## src/rtl/mem_port_arbiter.sv

```systemverilog
// Shares the single SDRAM controller port between CPU mapper accesses, the
// ROM/config loader and the SD image buffer, with bounded CPU preference.
//
// state | meaning
// IDLE  | arbitrate; winner's address/data registered, mem_req raised
// WAIT  | mem_* held stable until mem_ack
// DONE  | one-cycle ack/ready to the owner; levels may drop before next pick
module mem_port_arbiter #(
    parameter int ADDR_W     = 27,
    parameter int STARVE_MAX = 8
) (
    input  logic              clk,
    input  logic              reset,
    input  logic              cpu_req,
    input  logic [ADDR_W-1:0] cpu_addr,
    input  logic              cpu_rnw,
    input  logic [7:0]        cpu_din,
    output logic [7:0]        cpu_dout,
    output logic              cpu_ready,
    output logic              cpu_overrun,
    input  logic              ldr_req,
    input  logic [ADDR_W-1:0] ldr_addr,
    input  logic [7:0]        ldr_din,
    output logic              ldr_ack,
    input  logic              sd_req,
    input  logic [ADDR_W-1:0] sd_addr,
    input  logic              sd_rnw,
    input  logic [7:0]        sd_din,
    output logic [7:0]        sd_dout,
    output logic              sd_ack,
    output logic              mem_req,
    output logic [ADDR_W-1:0] mem_addr,
    output logic              mem_rnw,
    output logic [7:0]        mem_din,
    input  logic [7:0]        mem_dout,
    input  logic              mem_ack,
    output logic [1:0]        grant
);

    localparam int CNT_W = $clog2(STARVE_MAX + 1);

    localparam logic [1:0] G_NONE = 2'd0;
    localparam logic [1:0] G_CPU  = 2'd1;
    localparam logic [1:0] G_LDR  = 2'd2;
    localparam logic [1:0] G_SD   = 2'd3;

    typedef enum logic [1:0] {
        S_IDLE = 2'd0,
        S_WAIT = 2'd1,
        S_DONE = 2'd2
    } state_t;

    state_t state, state_nxt;

    logic              cpu_pend;
    logic [ADDR_W-1:0] pend_addr;
    logic              pend_rnw;
    logic [7:0]        pend_din;
    logic [CNT_W-1:0]  cnt;

    logic              cpu_want;
    logic [ADDR_W-1:0] cpu_sel_addr;
    logic              cpu_sel_rnw;
    logic [7:0]        cpu_sel_din;
    logic              others;
    logic              starve;
    logic              pend_clr;
    logic              pend_load;
    logic [1:0]        win;

    // A strobe seen in IDLE competes immediately, using the live inputs.
    assign cpu_want     = cpu_pend | cpu_req;
    assign cpu_sel_addr = cpu_pend ? pend_addr : cpu_addr;
    assign cpu_sel_rnw  = cpu_pend ? pend_rnw  : cpu_rnw;
    assign cpu_sel_din  = cpu_pend ? pend_din  : cpu_din;

    assign others    = sd_req | ldr_req;
    assign starve    = others && (cnt == CNT_W'(STARVE_MAX));
    assign pend_clr  = (state == S_WAIT) && mem_ack && (grant == G_CPU);
    assign pend_load = cpu_req && (!cpu_pend || pend_clr);

    always_comb begin
        win = G_NONE;
        if (cpu_want && !starve) begin
            win = G_CPU;
        end else if (sd_req) begin
            win = G_SD;
        end else if (ldr_req) begin
            win = G_LDR;
        end
    end

    always_comb begin
        state_nxt = state;
        case (state)
            S_IDLE:  if (win != G_NONE) state_nxt = S_WAIT;
            S_WAIT:  if (mem_ack) state_nxt = S_DONE;
            S_DONE:  state_nxt = S_IDLE;
            default: state_nxt = S_IDLE;
        endcase
    end

    always_ff @(posedge clk) begin
        if (reset) begin
            state <= S_IDLE;
        end else begin
            state <= state_nxt;
        end
    end

    always_ff @(posedge clk) begin
        if (reset) begin
            cpu_pend    <= 1'b0;
            pend_addr   <= '0;
            pend_rnw    <= 1'b0;
            pend_din    <= 8'd0;
            cpu_overrun <= 1'b0;
            cnt         <= '0;
            mem_req     <= 1'b0;
            mem_addr    <= '0;
            mem_rnw     <= 1'b0;
            mem_din     <= 8'd0;
            grant       <= G_NONE;
            cpu_dout    <= 8'd0;
            sd_dout     <= 8'd0;
            cpu_ready   <= 1'b0;
            ldr_ack     <= 1'b0;
            sd_ack      <= 1'b0;
        end else begin
            cpu_ready <= 1'b0;
            ldr_ack   <= 1'b0;
            sd_ack    <= 1'b0;

            if (pend_load) begin
                cpu_pend  <= 1'b1;
                pend_addr <= cpu_addr;
                pend_rnw  <= cpu_rnw;
                pend_din  <= cpu_din;
            end else if (pend_clr) begin
                cpu_pend <= 1'b0;
            end
            if (cpu_req && cpu_pend && !pend_clr) begin
                cpu_overrun <= 1'b1;
            end

            case (state)
                S_IDLE: begin
                    if (win != G_NONE) begin
                        mem_req <= 1'b1;
                        grant   <= win;
                    end
                    case (win)
                        G_CPU: begin
                            mem_addr <= cpu_sel_addr;
                            mem_rnw  <= cpu_sel_rnw;
                            mem_din  <= cpu_sel_din;
                            if (!others) begin
                                cnt <= '0;
                            end else if (cnt != CNT_W'(STARVE_MAX)) begin
                                cnt <= cnt + CNT_W'(1);
                            end
                        end
                        G_SD: begin
                            mem_addr <= sd_addr;
                            mem_rnw  <= sd_rnw;
                            mem_din  <= sd_din;
                            cnt      <= '0;
                        end
                        G_LDR: begin
                            mem_addr <= ldr_addr;
                            mem_rnw  <= 1'b0;
                            mem_din  <= ldr_din;
                            cnt      <= '0;
                        end
                        default: ;
                    endcase
                end
                S_WAIT: begin
                    if (mem_ack) begin
                        mem_req <= 1'b0;
                        grant   <= G_NONE;
                        case (grant)
                            G_CPU: begin
                                cpu_ready <= 1'b1;
                                if (mem_rnw) cpu_dout <= mem_dout;
                            end
                            G_SD: begin
                                sd_ack <= 1'b1;
                                if (mem_rnw) sd_dout <= mem_dout;
                            end
                            G_LDR:   ldr_ack <= 1'b1;
                            default: ;
                        endcase
                    end
                end
                default: ;
            endcase
        end
    end

endmodule

```

## config.mk

```make
export PLATFORM = sky130hd
export DESIGN_NAME = mem_port_arbiter
export DESIGN_NICKNAME = d
export VERILOG_FILES = /design/src/rtl/mem_port_arbiter.sv
export SDC_FILE = /design/constraint.sdc
export NUM_CORES = 1
export LEC_CHECK = 0
export ABC_CLOCK_PERIOD_IN_PS = 1750
export BUFFER_PORTS_ARGS = -buffer_cell sky130_fd_sc_hd__buf_2
export CORE_MARGIN = 5
export CORE_UTILIZATION = 44
export CTS_CLUSTER_DIAMETER = 120
export DETAILED_ROUTE_END_ITERATION = 7
export PLACE_DENSITY = 0.76
export SYNTH_ARGS = -nofsm -noshare
export SYNTH_HDL_FRONTEND = slang
export SYNTH_SLANG_ARGS = --single-unit
```

## constraint.sdc

```tcl
create_clock -name clk -period 1.75 [get_ports clk]
set_input_delay 0.0875 -clock clk [delete_from_list [all_inputs] [get_ports clk]]
set_output_delay 0.0875 -clock clk [all_outputs]
set_load 0.1 [all_outputs]
```

==> results.py <==
metrics = {
    "run_status": {
        "status": "finished, violations left",
        "violations": "negative setup slack",
    },
    "final_layout": {
        "diodes": 0,
        "fin_area_mm2": 0.00662,
        "drive_gt1_frac": 0.344,
        "nets": 848,
        "stdcell_count": 866,
        "syn_to_final_growth_pct": 40.7,
    },
    "worst_setup_path": {
        "cp_slowest_stage_delay_ns": 0.36,
        "worstSetupPathType": "flop to flop",
        "cp_top_family": "compound AO/OA/AOI/OAI gates",
        "worst_ep_required_time_ns": 2.01,
        "worstSetupStartpointType": "flop",
        "critical_path_arrival_ns": 2.01,
        "end_kind": "flop",
        "slowest_stage": "dfxtp_2",
        "timing.critical_path.buf_inv": 3,
        "path_cells": "inv_2 > ha_4 > and3b_2 > o211ai_1 > buf_4 > buf_8 > o22ai_1 > a21o_1",
        "path_max_fanout": 6,
    },
    "cts": {
        "clk_latency_ns": 0.36,
        "numCtsBuffers": 9,
        "path_clk_slew_ns": 0.10,
        "clock_sink_count": 102,
        "cts_max_level": 3,
        "cts.path.max_buffers": 2,
        "cts_tree": "built",
        "cts_root_buf": "clkbuf_8",
    },
    "drt": {
        "wl_um": 14300,
        "dr.pass1.iters": 5,
        "via_per_inst": 5.44,
        "num_vias": 4710,
        "remaining_drc_errors": 0,
        "wl_per_cell_um": 16.5,
        "drtAntennaViolNets": 0,
        "first_iter_violations": 286,
    },
    "global_route": {
        "grt_pass1_vias": 4634,
        "grt_overflow": 0,
        "grt_pass1_wl_um": 21800,
        "grt_max_degree": 73,
        "antenna_found_initial": 0,
        "grt_usage": 0.206,
    },
    "hold_path": {
        "hold_path_class": "input pin to flop",
    },
    "die": {
        "core_area_mm2": 0.0104,
        "std_cell_rows": 37,
        "start_util": 0.454,
        "ios": 180,
        "die_w_um": 113,
        "dieHeight_um": 113,
        "dieArea_mm2": 0.0129,
    },
    "timing": {
        "rsz0062_at_grt": "true",
        "fin_setup_tns_ns": -0.00302,
        "setup_violations": 1,
        "max_freq_mhz": 570,
        "max-slew-margin-rel": 0.549,
        "worstMarginPinSlew_ns": 0.676,
        "finClkSkew_ns": 0.0128,
        "layout_min_cycle_time_ns": 1.75,
        "fin_ws_ns": -0.00302,
        "slew_viol_final": 0,
        "post-route-period-util": 1.00,
        "hold_viol_final": 0,
    },
    "synth": {
        "synth_fp_nets": 631,
        "yosys_register_bits": 102,
        "syn_inst": 508,
        "avgSynthCellArea_um2": 9.26,
        "ys_seq_area_frac": 0.434,
        "async_flop_share": 0,
        "yosys_warnings": 0,
        "ys.flop_type": "dfxtp_1",
        "netlist_area_mm2": 0.00471,
        "yosysUniqueCellTypes": 49,
        "synth-edff-count": 0,
    },
    "pwr": {
        "vdd_drop_max_uv": 503,
        "p_leak_nw": 3.12,
        "power_density_mw_per_mm2": 891,
        "power_w": 0.00590,
    },
    "placed_design": {
        "gp_congestion": 0.875,
        "post-dp-hpwl_um": 9980,
        "dpl-instance-area_mm2": 0.00581,
        "dp.cells": 799,
        "io_buffers": 179,
    },
    "flow_run": {
        "maxCapViolCount": 0,
    },
}
## layout make-up
class,count,area (µm²)
repair buffers,250,1690
clock inverters,6,68.8
multi-input cells,356,2470
well taps,136,170
inverters,6,22.5
clock buffers,10,138
fillers,846,3750
flip-flops and latches,102,2050
## report_power, final
part	switching, W	internal, W	total, W	leakage (nW)
registers	0.0000992	0.00248	0.00258	0.838
logic	0.00122	0.000569	0.00179	2.18
clock network	0.000814	0.000711	0.00153	0.103
total	0.00213	0.00376	0.00590	3.12
## per-stage QoR
step / utilization / setup WS, ns / hold WS (ns)
CTS: 0.622 / 0.0526 / 0.000737
finish: 0.638 / -0.00302 / 0.0177
floorplan: - / 0.0463 / 0.208
global placement: 0.560 / 0.126 / 0.319
global route: 0.638 / -0.0184 / 0.00734
detailed placement: 0.560 / 0.0637 / 0.328
## Yosys cell counts, types with 2 or more instances
cell | number | area, µm²
dfxtp_1 | 102 | 2040
mux2i_1 | 73 | 731
nand2_1 | 68 | 255
o22ai_1 | 35 | 219
nor2_1 | 25 | 93.8
clkbuf_1 | 23 | 86.3
a21o_1 | 22 | 165
o21ai_1 | 22 | 110
a21oi_1 | 20 | 100
nand4_1 | 19 | 119
a31o_1 | 14 | 123
a32o_1 | 14 | 140
buf_2 | 13 | 65.1
inv_1 | 6 | 22.5
buf_6 | 5 | 56.3
a31o_2 | 3 | 26.3
nand3_1 | 3 | 15.0
nor3_1 | 3 | 15.0
and3b_1 | 2 | 17.5
buf_4 | 2 | 15.0
ha_1 | 2 | 25.0
nand2b_1 | 2 | 12.5
nand3b_1 | 2 | 15.0
nor2_2 | 2 | 12.5
xor2_1 | 2 | 17.5
## per-layer routing
layer / routed length [µm] / vias up / track usage
met1: 5920 / 2214 / 0.253
met2: 7210 / 158 / 0.362
li1: - / 2303 / -
met3: 782 / 35 / 0.0313
met4: 359 / 0 / 0.0809
met5: 0 / - / 0
## logic make-up (layout without fill, tap and decap cells)
logic type | count (synthesis) | count (layout) | share of synthesized area
DFF | 102 | 102 | 0.434
and+or+nand+nor | 135 | 135 | 0.134
AOI/OAI and AO/OA | 142 | 142 | 0.211
buffers and inverters | 50 | 272 | 0.0529
muxes | 74 | 74 | 0.158
xor gates and xnor gates | 3 | 3 | 0.00558
adders and majority gates | 2 | 2 | 0.00532
## sequential cells by signal, indices dropped and copies added (netlist names)
register / count
pend_din: 8
ldr_ack: 1
grant: 2
mem_req: 1
cpu_overrun: 1
mem_rnw: 1
mem_addr: 27
sd_ack: 1
cpu_ready: 1
pend_rnw: 1
pend_addr: 27
cpu_dout: 8
sd_dout: 8
state: 2
cnt: 4
mem_din: 8
cpu_pend: 1
## cells in the final DEF, fill, tap and decap left out, drive strengths merged, types with 2 or more instances in the layout
cell / synthesis / layout
o21ai: 22 / 22
a32o: 14 / 14
a21o: 22 / 22
ha: 2 / 2
and3b: 2 / 2
nor3: 4 / 4
dfxtp: 102 / 102
nand3b: 2 / 2
a21oi: 21 / 21
clkinv: 0 / 2
nand3: 3 / 3
mux2i: 73 / 73
buf: 21 / 203
inv: 6 / 8
clkbuf: 23 / 14
xor2: 2 / 2
nand2: 69 / 69
a31o: 17 / 17
o22ai: 35 / 35
nor2: 27 / 27
nand2b: 2 / 2
dlygate4sd3: 0 / 43
nand4: 19 / 19
## path summary, 6_finish.rpt
kind,start,cells after the start,slack [ns],to
max,cnt[0],8,-0.003,mem_din[4]
min,cpu_addr[19],3,0.02,pend_addr[19]
max reg2reg,cnt[0],8,-0.003,mem_din[4]
min reg2reg,pend_rnw,2,0.45,pend_rnw
## worst reg2reg max path: cells and delay by family (launching register included)
kind	cells	cell delay [ns]
AOI/OAI and AO/OA	3	0.56
and+or+nand+nor	1	0.21
DFF	1	0.36
adders and majority gates	1	0.15
buffers and inverters	3	0.40
## timing repair
item	4_1_cts	5_1_grt
endpoints found under the setup margin	0	29
gates resized for setup	0	15
hold buffers	43	0
buffers inserted	0	4
hold endpoints to repair	49	0
No activity file was read; power rests on OpenSTA's default activity.
